==> src/rtl/seg7_pkg.sv <==
// Shared constants and helpers for the seven-segment display path.
// Segment codes are active-low, bit order {g,f,e,d,c,b,a}.
package seg7_pkg;

  localparam int unsigned NUM_DIGITS = 4;

  localparam logic [6:0] SEG_0     = 7'b1000000;
  localparam logic [6:0] SEG_1     = 7'b1111001;
  localparam logic [6:0] SEG_2     = 7'b0100100;
  localparam logic [6:0] SEG_3     = 7'b0110000;
  localparam logic [6:0] SEG_4     = 7'b0011001;
  localparam logic [6:0] SEG_5     = 7'b0010010;
  localparam logic [6:0] SEG_6     = 7'b0000010;
  localparam logic [6:0] SEG_7     = 7'b1111000;
  localparam logic [6:0] SEG_8     = 7'b0000000;
  localparam logic [6:0] SEG_9     = 7'b0010000;
  localparam logic [6:0] SEG_MINUS = 7'b0111111;
  localparam logic [6:0] SEG_BLANK = 7'b1111111;

  typedef enum logic {
    CONV_IDLE,
    CONV_SHIFT
  } conv_state_t;

  function automatic logic [6:0] bcd_to_seg(input logic [3:0] nibble);
    logic [6:0] seg;
    case (nibble)
      4'd0:    seg = SEG_0;
      4'd1:    seg = SEG_1;
      4'd2:    seg = SEG_2;
      4'd3:    seg = SEG_3;
      4'd4:    seg = SEG_4;
      4'd5:    seg = SEG_5;
      4'd6:    seg = SEG_6;
      4'd7:    seg = SEG_7;
      4'd8:    seg = SEG_8;
      4'd9:    seg = SEG_9;
      default: seg = SEG_BLANK;
    endcase
    return seg;
  endfunction

endpackage

==> src/rtl/seg7_display_mux_if.sv <==
// Load handshake between the ALU core (master) and the display stage (slave).
interface seg7_display_mux_if;
  logic [7:0] value;
  logic       value_valid;
  logic       signed_en;
  logic       busy;

  modport master (output value, output value_valid, output signed_en, input busy);
  modport slave  (input value, input value_valid, input signed_en, output busy);
endinterface

==> src/rtl/bin2bcd_seq.sv <==
// Sequential 8-bit to 3-digit BCD double-dabble converter.
// One iteration per cycle after start; done pulses once the result is final.
module bin2bcd_seq
  import seg7_pkg::*;
(
  input  logic        clk,
  input  logic        rst_n,
  input  logic        start,
  input  logic [7:0]  bin,
  output logic        done,
  output logic [11:0] bcd
);

  conv_state_t state_q, state_d;
  logic [2:0]  iter_q, iter_d;
  logic [19:0] sreg_q, sreg_d;   // {hundreds, tens, ones, binary}
  logic        done_q, done_d;

  function automatic logic [19:0] dabble_step(input logic [19:0] s);
    logic [19:0] t;
    t = s;
    for (int i = 0; i < 3; i++) begin
      if (t[8 + 4*i +: 4] >= 4'd5) t[8 + 4*i +: 4] = t[8 + 4*i +: 4] + 4'd3;
    end
    return {t[18:0], 1'b0};
  endfunction

  // NOTE: every always_comb output gets a default first, so no path can infer a latch.
  always_comb begin
    state_d = state_q;
    iter_d  = iter_q;
    sreg_d  = sreg_q;
    done_d  = 1'b0;
    case (state_q)
      CONV_IDLE: begin
        if (start) begin
          sreg_d  = {12'd0, bin};
          iter_d  = 3'd0;
          state_d = CONV_SHIFT;
        end
      end
      CONV_SHIFT: begin
        sreg_d = dabble_step(sreg_q);
        iter_d = iter_q + 3'd1;
        if (iter_q == 3'd7) begin
          state_d = CONV_IDLE;
          done_d  = 1'b1;
        end
      end
      default: state_d = CONV_IDLE;
    endcase
  end

  // NOTE: sequential state uses non-blocking assignments so every register samples pre-edge values.
  always_ff @(posedge clk or negedge rst_n) begin
    if (!rst_n) begin
      state_q <= CONV_IDLE;
      iter_q  <= 3'd0;
      sreg_q  <= '0;
      done_q  <= 1'b0;
    end else begin
      state_q <= state_d;
      iter_q  <= iter_d;
      sreg_q  <= sreg_d;
      done_q  <= done_d;
    end
  end

  assign done = done_q;
  assign bcd  = sreg_q[19:8];

endmodule

==> src/rtl/seg7_display_mux.sv <==
// Converts the ALU result to signed/unsigned decimal and scans it onto a
// 4-digit common-anode display with leading-zero blanking and global blank.
module seg7_display_mux
  import seg7_pkg::*;
#(
  parameter int unsigned REFRESH_DIV    = 50000,
  parameter bit          SIGNED_DEFAULT = 1'b1
) (
  input  logic                  Clk,
  input  logic                  reset,
  seg7_display_mux_if.slave     load,
  input  logic                  blank,
  output logic [NUM_DIGITS-1:0] AN_SEL,
  output logic [6:0]            seven_seg_out
);

  localparam int unsigned CNT_W = (REFRESH_DIV > 1) ? $clog2(REFRESH_DIV) : 1;
  localparam int unsigned IDX_W = $clog2(NUM_DIGITS);

  logic        busy_q;
  logic        pend_q;
  logic [7:0]  pend_value_q;
  logic        pend_signed_q;
  logic        signed_q;
  logic        msb_q;
  logic [11:0] disp_bcd_q;
  logic        disp_sign_q;

  logic        start;
  logic [7:0]  src_value;
  logic        src_signed;
  logic [7:0]  magnitude;
  logic        conv_done;
  logic [11:0] conv_bcd;

  // A fresh strobe on an idle cycle supersedes whatever is pending.
  always_comb begin
    src_value  = pend_value_q;
    src_signed = pend_signed_q;
    if (load.value_valid) begin
      src_value  = load.value;
      src_signed = load.signed_en;
    end
    start     = !busy_q && (load.value_valid || pend_q);
    magnitude = (src_signed && src_value[7]) ? (~src_value + 8'd1) : src_value;
  end

  bin2bcd_seq u_bin2bcd (
    .clk   (Clk),
    .rst_n (reset),
    .start (start),
    .bin   (magnitude),
    .done  (conv_done),
    .bcd   (conv_bcd)
  );

  always_ff @(posedge Clk or negedge reset) begin
    if (!reset) begin
      busy_q        <= 1'b0;
      pend_q        <= 1'b0;
      pend_value_q  <= 8'd0;
      pend_signed_q <= 1'b0;
      signed_q      <= SIGNED_DEFAULT;
      msb_q         <= 1'b0;
      disp_bcd_q    <= 12'd0;
      disp_sign_q   <= 1'b0;
    end else begin
      if (start) begin
        busy_q   <= 1'b1;
        pend_q   <= 1'b0;
        signed_q <= src_signed;
        msb_q    <= src_value[7];
      end else if (busy_q && conv_done) begin
        busy_q      <= 1'b0;
        disp_bcd_q  <= conv_bcd;
        disp_sign_q <= signed_q & msb_q;
      end
      if (busy_q && load.value_valid) begin
        pend_q        <= 1'b1;
        pend_value_q  <= load.value;
        pend_signed_q <= load.signed_en;
      end
    end
  end

  assign load.busy = busy_q;

  logic [CNT_W-1:0]      refresh_cnt;
  logic [IDX_W-1:0]      digit_idx;
  logic [NUM_DIGITS-1:0] an_slot;
  logic [NUM_DIGITS-1:0] an_next;
  logic [6:0]            seg_next;
  logic                  wrap;

  assign wrap = (refresh_cnt == CNT_W'(REFRESH_DIV - 1));

  always_comb begin
    an_next = ~(NUM_DIGITS'(1) << digit_idx);
    case (digit_idx)
      IDX_W'(0): seg_next = bcd_to_seg(disp_bcd_q[3:0]);
      IDX_W'(1): seg_next = (disp_bcd_q[11:4] == 8'd0) ? SEG_BLANK : bcd_to_seg(disp_bcd_q[7:4]);
      IDX_W'(2): seg_next = (disp_bcd_q[11:8] == 4'd0) ? SEG_BLANK : bcd_to_seg(disp_bcd_q[11:8]);
      default:   seg_next = disp_sign_q ? SEG_MINUS : SEG_BLANK;
    endcase
  end

  // Anode and segments for a slot load on the same edge; blank only masks anodes.
  always_ff @(posedge Clk or negedge reset) begin
    if (!reset) begin
      refresh_cnt   <= '0;
      digit_idx     <= '0;
      an_slot       <= '1;
      AN_SEL        <= '1;
      seven_seg_out <= SEG_BLANK;
    end else begin
      if (wrap) begin
        refresh_cnt   <= '0;
        digit_idx     <= digit_idx + IDX_W'(1);
        an_slot       <= an_next;
        seven_seg_out <= seg_next;
      end else begin
        refresh_cnt <= refresh_cnt + CNT_W'(1);
      end
      AN_SEL <= blank ? '1 : (wrap ? an_next : an_slot);
    end
  end

endmodule

==> src/flat_wrapper.sv <==
// flat-port wrapper written by rule: the top's interface ports become plain ports
module seg7_display_mux_flat import seg7_pkg::*;
#(
  parameter int unsigned REFRESH_DIV    = 50000,
  parameter bit          SIGNED_DEFAULT = 1'b1
)
  (Clk, reset, blank, AN_SEL, seven_seg_out, load_value, load_value_valid, load_signed_en, load_busy);
  seg7_display_mux_if load_i ();
  input  logic Clk;
  input  logic reset;
  input  logic blank;
  output logic [NUM_DIGITS-1:0] AN_SEL;
  output logic [6:0] seven_seg_out;
  input wire logic [$bits(load_i.value)-1:0] load_value;
  input wire logic [$bits(load_i.value_valid)-1:0] load_value_valid;
  input wire logic [$bits(load_i.signed_en)-1:0] load_signed_en;
  output wire logic [$bits(load_i.busy)-1:0] load_busy;
  assign load_i.value = load_value;
  assign load_i.value_valid = load_value_valid;
  assign load_i.signed_en = load_signed_en;
  assign load_busy = load_i.busy;
  seg7_display_mux #(.REFRESH_DIV(REFRESH_DIV), .SIGNED_DEFAULT(SIGNED_DEFAULT)) u_core (.Clk(Clk), .reset(reset), .load(load_i), .blank(blank), .AN_SEL(AN_SEL), .seven_seg_out(seven_seg_out));
endmodule
==> config.mk <==
export PLATFORM = sky130hd
export DESIGN_NAME = seg7_display_mux_flat
export DESIGN_NICKNAME = d
export VERILOG_FILES = /design/src/rtl/seg7_pkg.sv /design/src/rtl/seg7_display_mux_if.sv /design/src/rtl/bin2bcd_seq.sv /design/src/rtl/seg7_display_mux.sv /design/src/flat_wrapper.sv
export SDC_FILE = /design/constraint.sdc
export NUM_CORES = 1
export LEC_CHECK = 0
export CAP_MARGIN = 10
export CORE_MARGIN = 5
export CORE_UTILIZATION = 60
export CTS_CLUSTER_SIZE = 10
export DETAILED_ROUTE_END_ITERATION = 7
export PLACE_DENSITY = 0.79
export SYNTH_ARGS = -nofsm -noshare
export SYNTH_HDL_FRONTEND = slang
export SYNTH_SLANG_ARGS = --single-unit
==> constraint.sdc <==
create_clock -name Clk -period 3.1 [get_ports Clk]
set_clock_uncertainty 0.1 [all_clocks]
set_input_delay 0.93 -clock Clk [delete_from_list [all_inputs] [get_ports Clk]]
set_output_delay 0.93 -clock Clk [all_outputs]
set_load 0.05 [all_outputs]
Word level (Yosys, flattened, before mapping):

Memory sizes are Yosys's and may differ from the RTL's.
Cells that the tools add are included.

* register bits: 84
* latch bits: 0
* RAM bits: 0
* memory bits (read-only): 336
* bits of input ports: 13
* output and inout bits: 12
* word-level logic and storage cells: 79
* memories: 3

* $add $sub $neg: 7
* multipliers: 0
* div/mod/pow operators: 0
* order comparisons: 3
* equality and inequality tests: 5
* shift-type cells: 1
* mux-type cells: 26
* bitwise logic cells: 5
* reduce and logical (&&, ||, !) cells: 12

Memory list
* (no name shown): depth 16, width 7, read ports 1, clocked after memory_dff 0, wr ports 0, line seg7_pkg.sv:27 `case (nibble)`
* (no name shown): depth 16, width 7, read ports 1, clocked after memory_dff 0, wr ports 0, line seg7_pkg.sv:27
* (no name shown): depth 16, width 7, read ports 1, clocked after memory_dff 0, wr ports 0, line seg7_pkg.sv:27

Operator list (number)
* $pmux 20 s2: 1
* $mux 7: 3
* $pmux 7 s3: 1
* $mux 20: 1
* $add 16x1->16 const B: 1
* $eq 16x16->1 const B: 1
* $mux 16: 1
* $mux 4: 4
* $mux 8: 2
* $ge 4x3->1 const B: 3
* $mux 1: 9
* $add 4x2->4 const B: 2
* $add 8x1->8 const B: 1
* $logic_not 8->1: 1
* $not 8->8: 1
* $mux 3: 2
* $pmux 3 s2: 1
* $logic_and 1x1->1: 4
* $logic_not 4->1: 1
* $not 4->4: 1
* $reduce_bool 2->1: 2
* $shl 1x2->4 const A: 1
* $add 3x1->3 const B: 1
* $add 3x2->3 const B: 1
* other kinds (12): 13

Longest topological paths before layout:

* depth in word-level cells: 6
* mapped depth: 8
* mapped depth without buffers: 7

Hierarchy:

From an unflattened synthesis, not the netlist that was laid out.

* cell total of the unflattened synthesis: 493
* area, all modules: 4989.8 um^2

Modules (own cells, without submodules)
* seg7_display_mux: instances 1, cells each 342, area each 3512.1 um^2, sequential area each 1496.4 um^2
* bin2bcd_seq: instances 1, cells each 151, area each 1477.7 um^2, sequential area each 625.6 um^2

Worst setup path before layout:

OpenSTA, ideal clock, no wires.

* path type: input-to-reg
* from: in load_value_valid
* to: reg u_core.u_bin2bcd.sreg_q[6]
* setup time: 0.069 ns
* arrival: 2.458 ns
* required time: 2.931 ns
* slack: 0.473 ns
* stages: 8
* buffers on the path: 2
* cells stage by stage: buf_2 > buf_2 > mux2i_1 > ha_1 > o21a_1 > a31oi_1 > or4_1 > nand3_1

* cells in the longest elaborated chain, start to end: 6
* elaborated cells between the ends (all ways): 11
* those cells by class: add/sub (1); eq/ne (1); mux (5); bitwise (1); reduce/logical (3)

RTL lines
* start, declared: line flat_wrapper.sv:15 `input wire logic [$bits(load_i.value_valid)-1:0] load_value_valid;`
* $mux 8: line seg7_display_mux.sv:40 `if (load.value_valid) begin`
* $not 8->8: line seg7_display_mux.sv:45 `magnitude = (src_signed && src_value[7]) ? (~src_value + 8'd1) : src_value;`
* $add 8x1->8: line seg7_display_mux.sv:45
* $mux 8: line seg7_display_mux.sv:45
* $mux 20: line bin2bcd_seq.sv:36 `if (start) begin`
* $pmux 20 s2: line bin2bcd_seq.sv:34 `case (state_q)`
* end signal, assigned: line bin2bcd_seq.sv:64 `sreg_q <= sreg_d;`
* end, declared: line bin2bcd_seq.sv:16 `logic [19:0] sreg_q, sreg_d;`

Parallel ways exist; a longest one is shown, timed or not. The select of a mux whose other input is x is not followed.
A chain may end at the register's enable or synchronous reset.

Worst setup path in the final report:

* from: reg u_core.seven_seg_out[2]
* to: out seven_seg_out[2]

RTL lines
* start, declared: line seg7_display_mux.sv:14 `output logic [6:0] seven_seg_out`
* start signal, assigned: line seg7_display_mux.sv:120 `seven_seg_out <= seg_next;`
* end, declared: line flat_wrapper.sv:13 `output logic [6:0] seven_seg_out;`

No word-level cell between the ends.

==> results.md <==
- Port bufs: 24
- Share of cells above drive strength 1: 13.40%
- Vias per inst: 5.729
- Synth Instances: 473
- CTS Hold Bufs: 0
- # IOs: 25
- First-pass GRT wire length: 15610 µm
- Worst skew pair latency: 0.36 ns
- Cts bufs inserted: 9
- Worst EP arrival: 1.69 ns
- Fin. Hold Viols: 0
- Final Slew Violations: 0
- Syn-to-layout area delta: 12.33%
- Mapped Nets: 517
- Worst slew pin tran: 0.6769 ns
- Crit path max fanout: 2
- RSZ-0062 raised after global routing: false
- CTS tree: built
- Worst setup path category: flop to output port
- # DRC: 0
- Post-synthesis sequential area ratio: 45.57%
- Flops & latches, synth: 84
- Tot GR Track Use: 19.58%
- Max H-tree Level: 3
- Worst Hold Class: flop to flop
- Gp weighted congestion: 0.8657
- Die width: 98.10 µm
- Fin crit period: 2.723 ns
- Postcts setup bufs: 0
- Die Area: 0.009624 mm²
- Die Ht: 98.10 µm
- Drt wl/cell: 14.51 µm
- Largest net degree at the start of global routing: 46
- Count leader, synth: dfrtp_1
- R2R cell count: 6
- Synth Cell Area: 0.004657 mm²
- Final nets: 539
- Multi-input gate area: 0.002366 mm²
- EDFF count, synth: 0
- Crit end category: output port
- Final wirelength: 8736 µm
- Sink Count: 84
- Sum of buffers and inverters on the critical path: 1
- DRT antenna net count: 0
- Clk Tree Root Cell: clkbuf_8
- Core ar.: 0.007647 mm²
- Min-Delay Path Depth: 2
- # fillers: 592
- Post-cts sizing count: 0
- CP max-delay cell: clkdlybuf4s50_1
- Syn. warnings: 0
- Sum Neg Setup Slack: 0 ns
- Cell Pwr Density: 759.4 mW/mm²
- Critical Path Source Type: flop
- Status: complete, no violations
- Static leakage: 2.273 nW
- Yosys top cell by area: dfrtp_1
- Largest delay share family, worst path: buffers and inverters
- Total grt overflow: 0
- Crit-path cells: clkdlybuf4s50_1
- CTS max path bufs: 2
- Worst reg2reg setup slack: 0.82 ns
- Max incr delay on CP: 0.79 ns
- Vias: 3449
- ANT cells: 0
- FP Rows: 32
- Clock-pin slew on the worst setup and hold paths: 0.08 ns
- Final setup viols: 0
- FFs w/ async S/R, synth: 100.0%
- Crit path required time: 2.07 ns
- Syn Area/Cell: 9.846 µm²
- Worst vdd ir: 0.3951 mV
- Critical hold path startpoint: u_core.seven_seg_out[6]$_DFFE_PN1N_
- Total of max-cap violations: 0
- F_max: 367.3 MHz
- Reg2reg start: u_core.refresh_cnt[0]$_DFF_PN0_
- Worst R2R End: u_core.AN_SEL[1]$_DFF_PN1_
- Top FF cell, synth: dfrtp_1
- Storage element area: 0.002122 mm²
- Hold worst-path end: u_core.seven_seg_out[6]$_DFFE_PN1N_
- Post-synth top area share: 36.54%
- Area contributors post-synth: dfrtp_1 (37%), dfstp_2 (9.0%), ha_1 (8.3%), nand2_1 (4.2%), mux2_2 (3.9%)
- Vias in the first global route: 3419
- Pre-Repair DR Iteration Count: 5
- Slew headroom: 54.70%
- Initial Util: 60.90%
- Fin util: 68.41%
- Initial antenna violation count: 0
- DPL Wire Length: 6268 µm
- Final Cycle Share: 87.83%
- Starting DRT DRC Count: 141
- Top cell types by occurrence after synthesis: dfrtp_1 (68), nand2_1 (52), nor2_1 (33), ha_1 (31), a21oi_1 (29)
- Cell variety after synth: 53
## cells by family after synthesis
logic type / after synthesis / share of synthesized area [%]
simple gates: 152 / 16.20
xor+xnor: 22 / 4.137
mux: 27 / 6.233
flops: 84 / 45.57
buf+inv: 44 / 3.815
compound gates: 113 / 15.72
fa+ha+maj: 31 / 8.329
## sequential cells by signal (all words and copies together) (netlist names)
signal / flops
u_core.u_bin2bcd.sreg_q: 20
u_core.refresh_cnt: 16
u_core.disp_bcd_q: 12
u_core.pend_value_q: 8
u_core.seven_seg_out: 7
u_core.AN_SEL: 4
u_core.an_slot: 4
u_core.u_bin2bcd.iter_q: 3
u_core.digit_idx: 2
u_core.disp_sign_q: 1
u_core.load.busy: 1
u_core.msb_q: 1
u_core.pend_q: 1
u_core.pend_signed_q: 1
u_core.signed_q: 1
u_core.u_bin2bcd.done: 1
u_core.u_bin2bcd.state_q: 1
## per-stage QoR
stage	hold WS, ns	power [W]	instances	worst slack, ns	instance area [µm²]
after floorplan	0.3437	0.002787	473	0.4725	4657
after global placement	0.3439	0.003064	586	0.2488	5020
after detailed placement	0.3438	0.003149	586	0.1825	5020
after CTS	0.3550	0.003983	602	0.3542	5231
after global routing	0.3918	0.004301	602	0.3267	5231
final	0.3521	0.003972	602	0.3773	5231
## where the power goes
group	internal [W]	leakage, nW	switching [W]	total (W)
Combinational	0.000676	1.14	0.000780	0.00146
Clock	0.000417	0.106	0.000402	0.000820
Sequential	0.00136	1.03	0.000335	0.00170
Total	0.00246	2.27	0.00152	0.00397
## how the worst max path moves through the flow
stage | startpoint | endpoint | slack, ns | cells after the start
4_1_cts | u_core.seven_seg_out[2]$_DFFE_PN1N_ | seven_seg_out[2] | 0.35 | 1
3_5_place_dp | load_value_valid | u_core.u_bin2bcd.sreg_q[6]$_DFFE_PN0P_ | 0.18 | 6
5_1_grt | u_core.seven_seg_out[4]$_DFFE_PN1N_ | seven_seg_out[4] | 0.33 | 1
3_3_place_gp | load_value_valid | u_core.u_bin2bcd.sreg_q[6]$_DFFE_PN0P_ | 0.25 | 7
2_1_floorplan | load_value_valid | u_core.u_bin2bcd.sreg_q[6]$_DFFE_PN0P_ | 0.47 | 8
6_report | u_core.seven_seg_out[2]$_DFFE_PN1N_ | seven_seg_out[2] | 0.38 | 1
## area by class of cell
type / instances / share of cell area, %
Clock buffer: 11 / 2.894
Timing Repair Buffer: 34 / 6.219
Sequential cell: 84 / 40.56
Clock inverter: 5 / 1.148
Multi-Input combinational cell: 345 / 45.23
Inverter: 21 / 1.507
Tap cell: 102 / 2.440
## routing by layer
layer	track usage [%]	wire, µm
met2	31.94	4176
met1	25.08	3953
met4	8.200	165
met5	0	0
met3	4.571	440
## cell usage in the layout, fill, tap and decap left out, types with 16 or more instances in the layout
cell,n
nand2_1,52
clkdlybuf4s50_1,23
dfrtp_1,68
o21ai_0,26
a21oi_1,29
dfstp_2,16
nor2_1,33
mux2_2,16
ha_1,31
inv_1,21
## worst min-delay path, stage by stage (launching register included)
cell	delay, ns
dfstp_2	0.37
nand2_1	0.04
nand2_1	0.04
No activity file was read; power rests on OpenSTA's default activity.
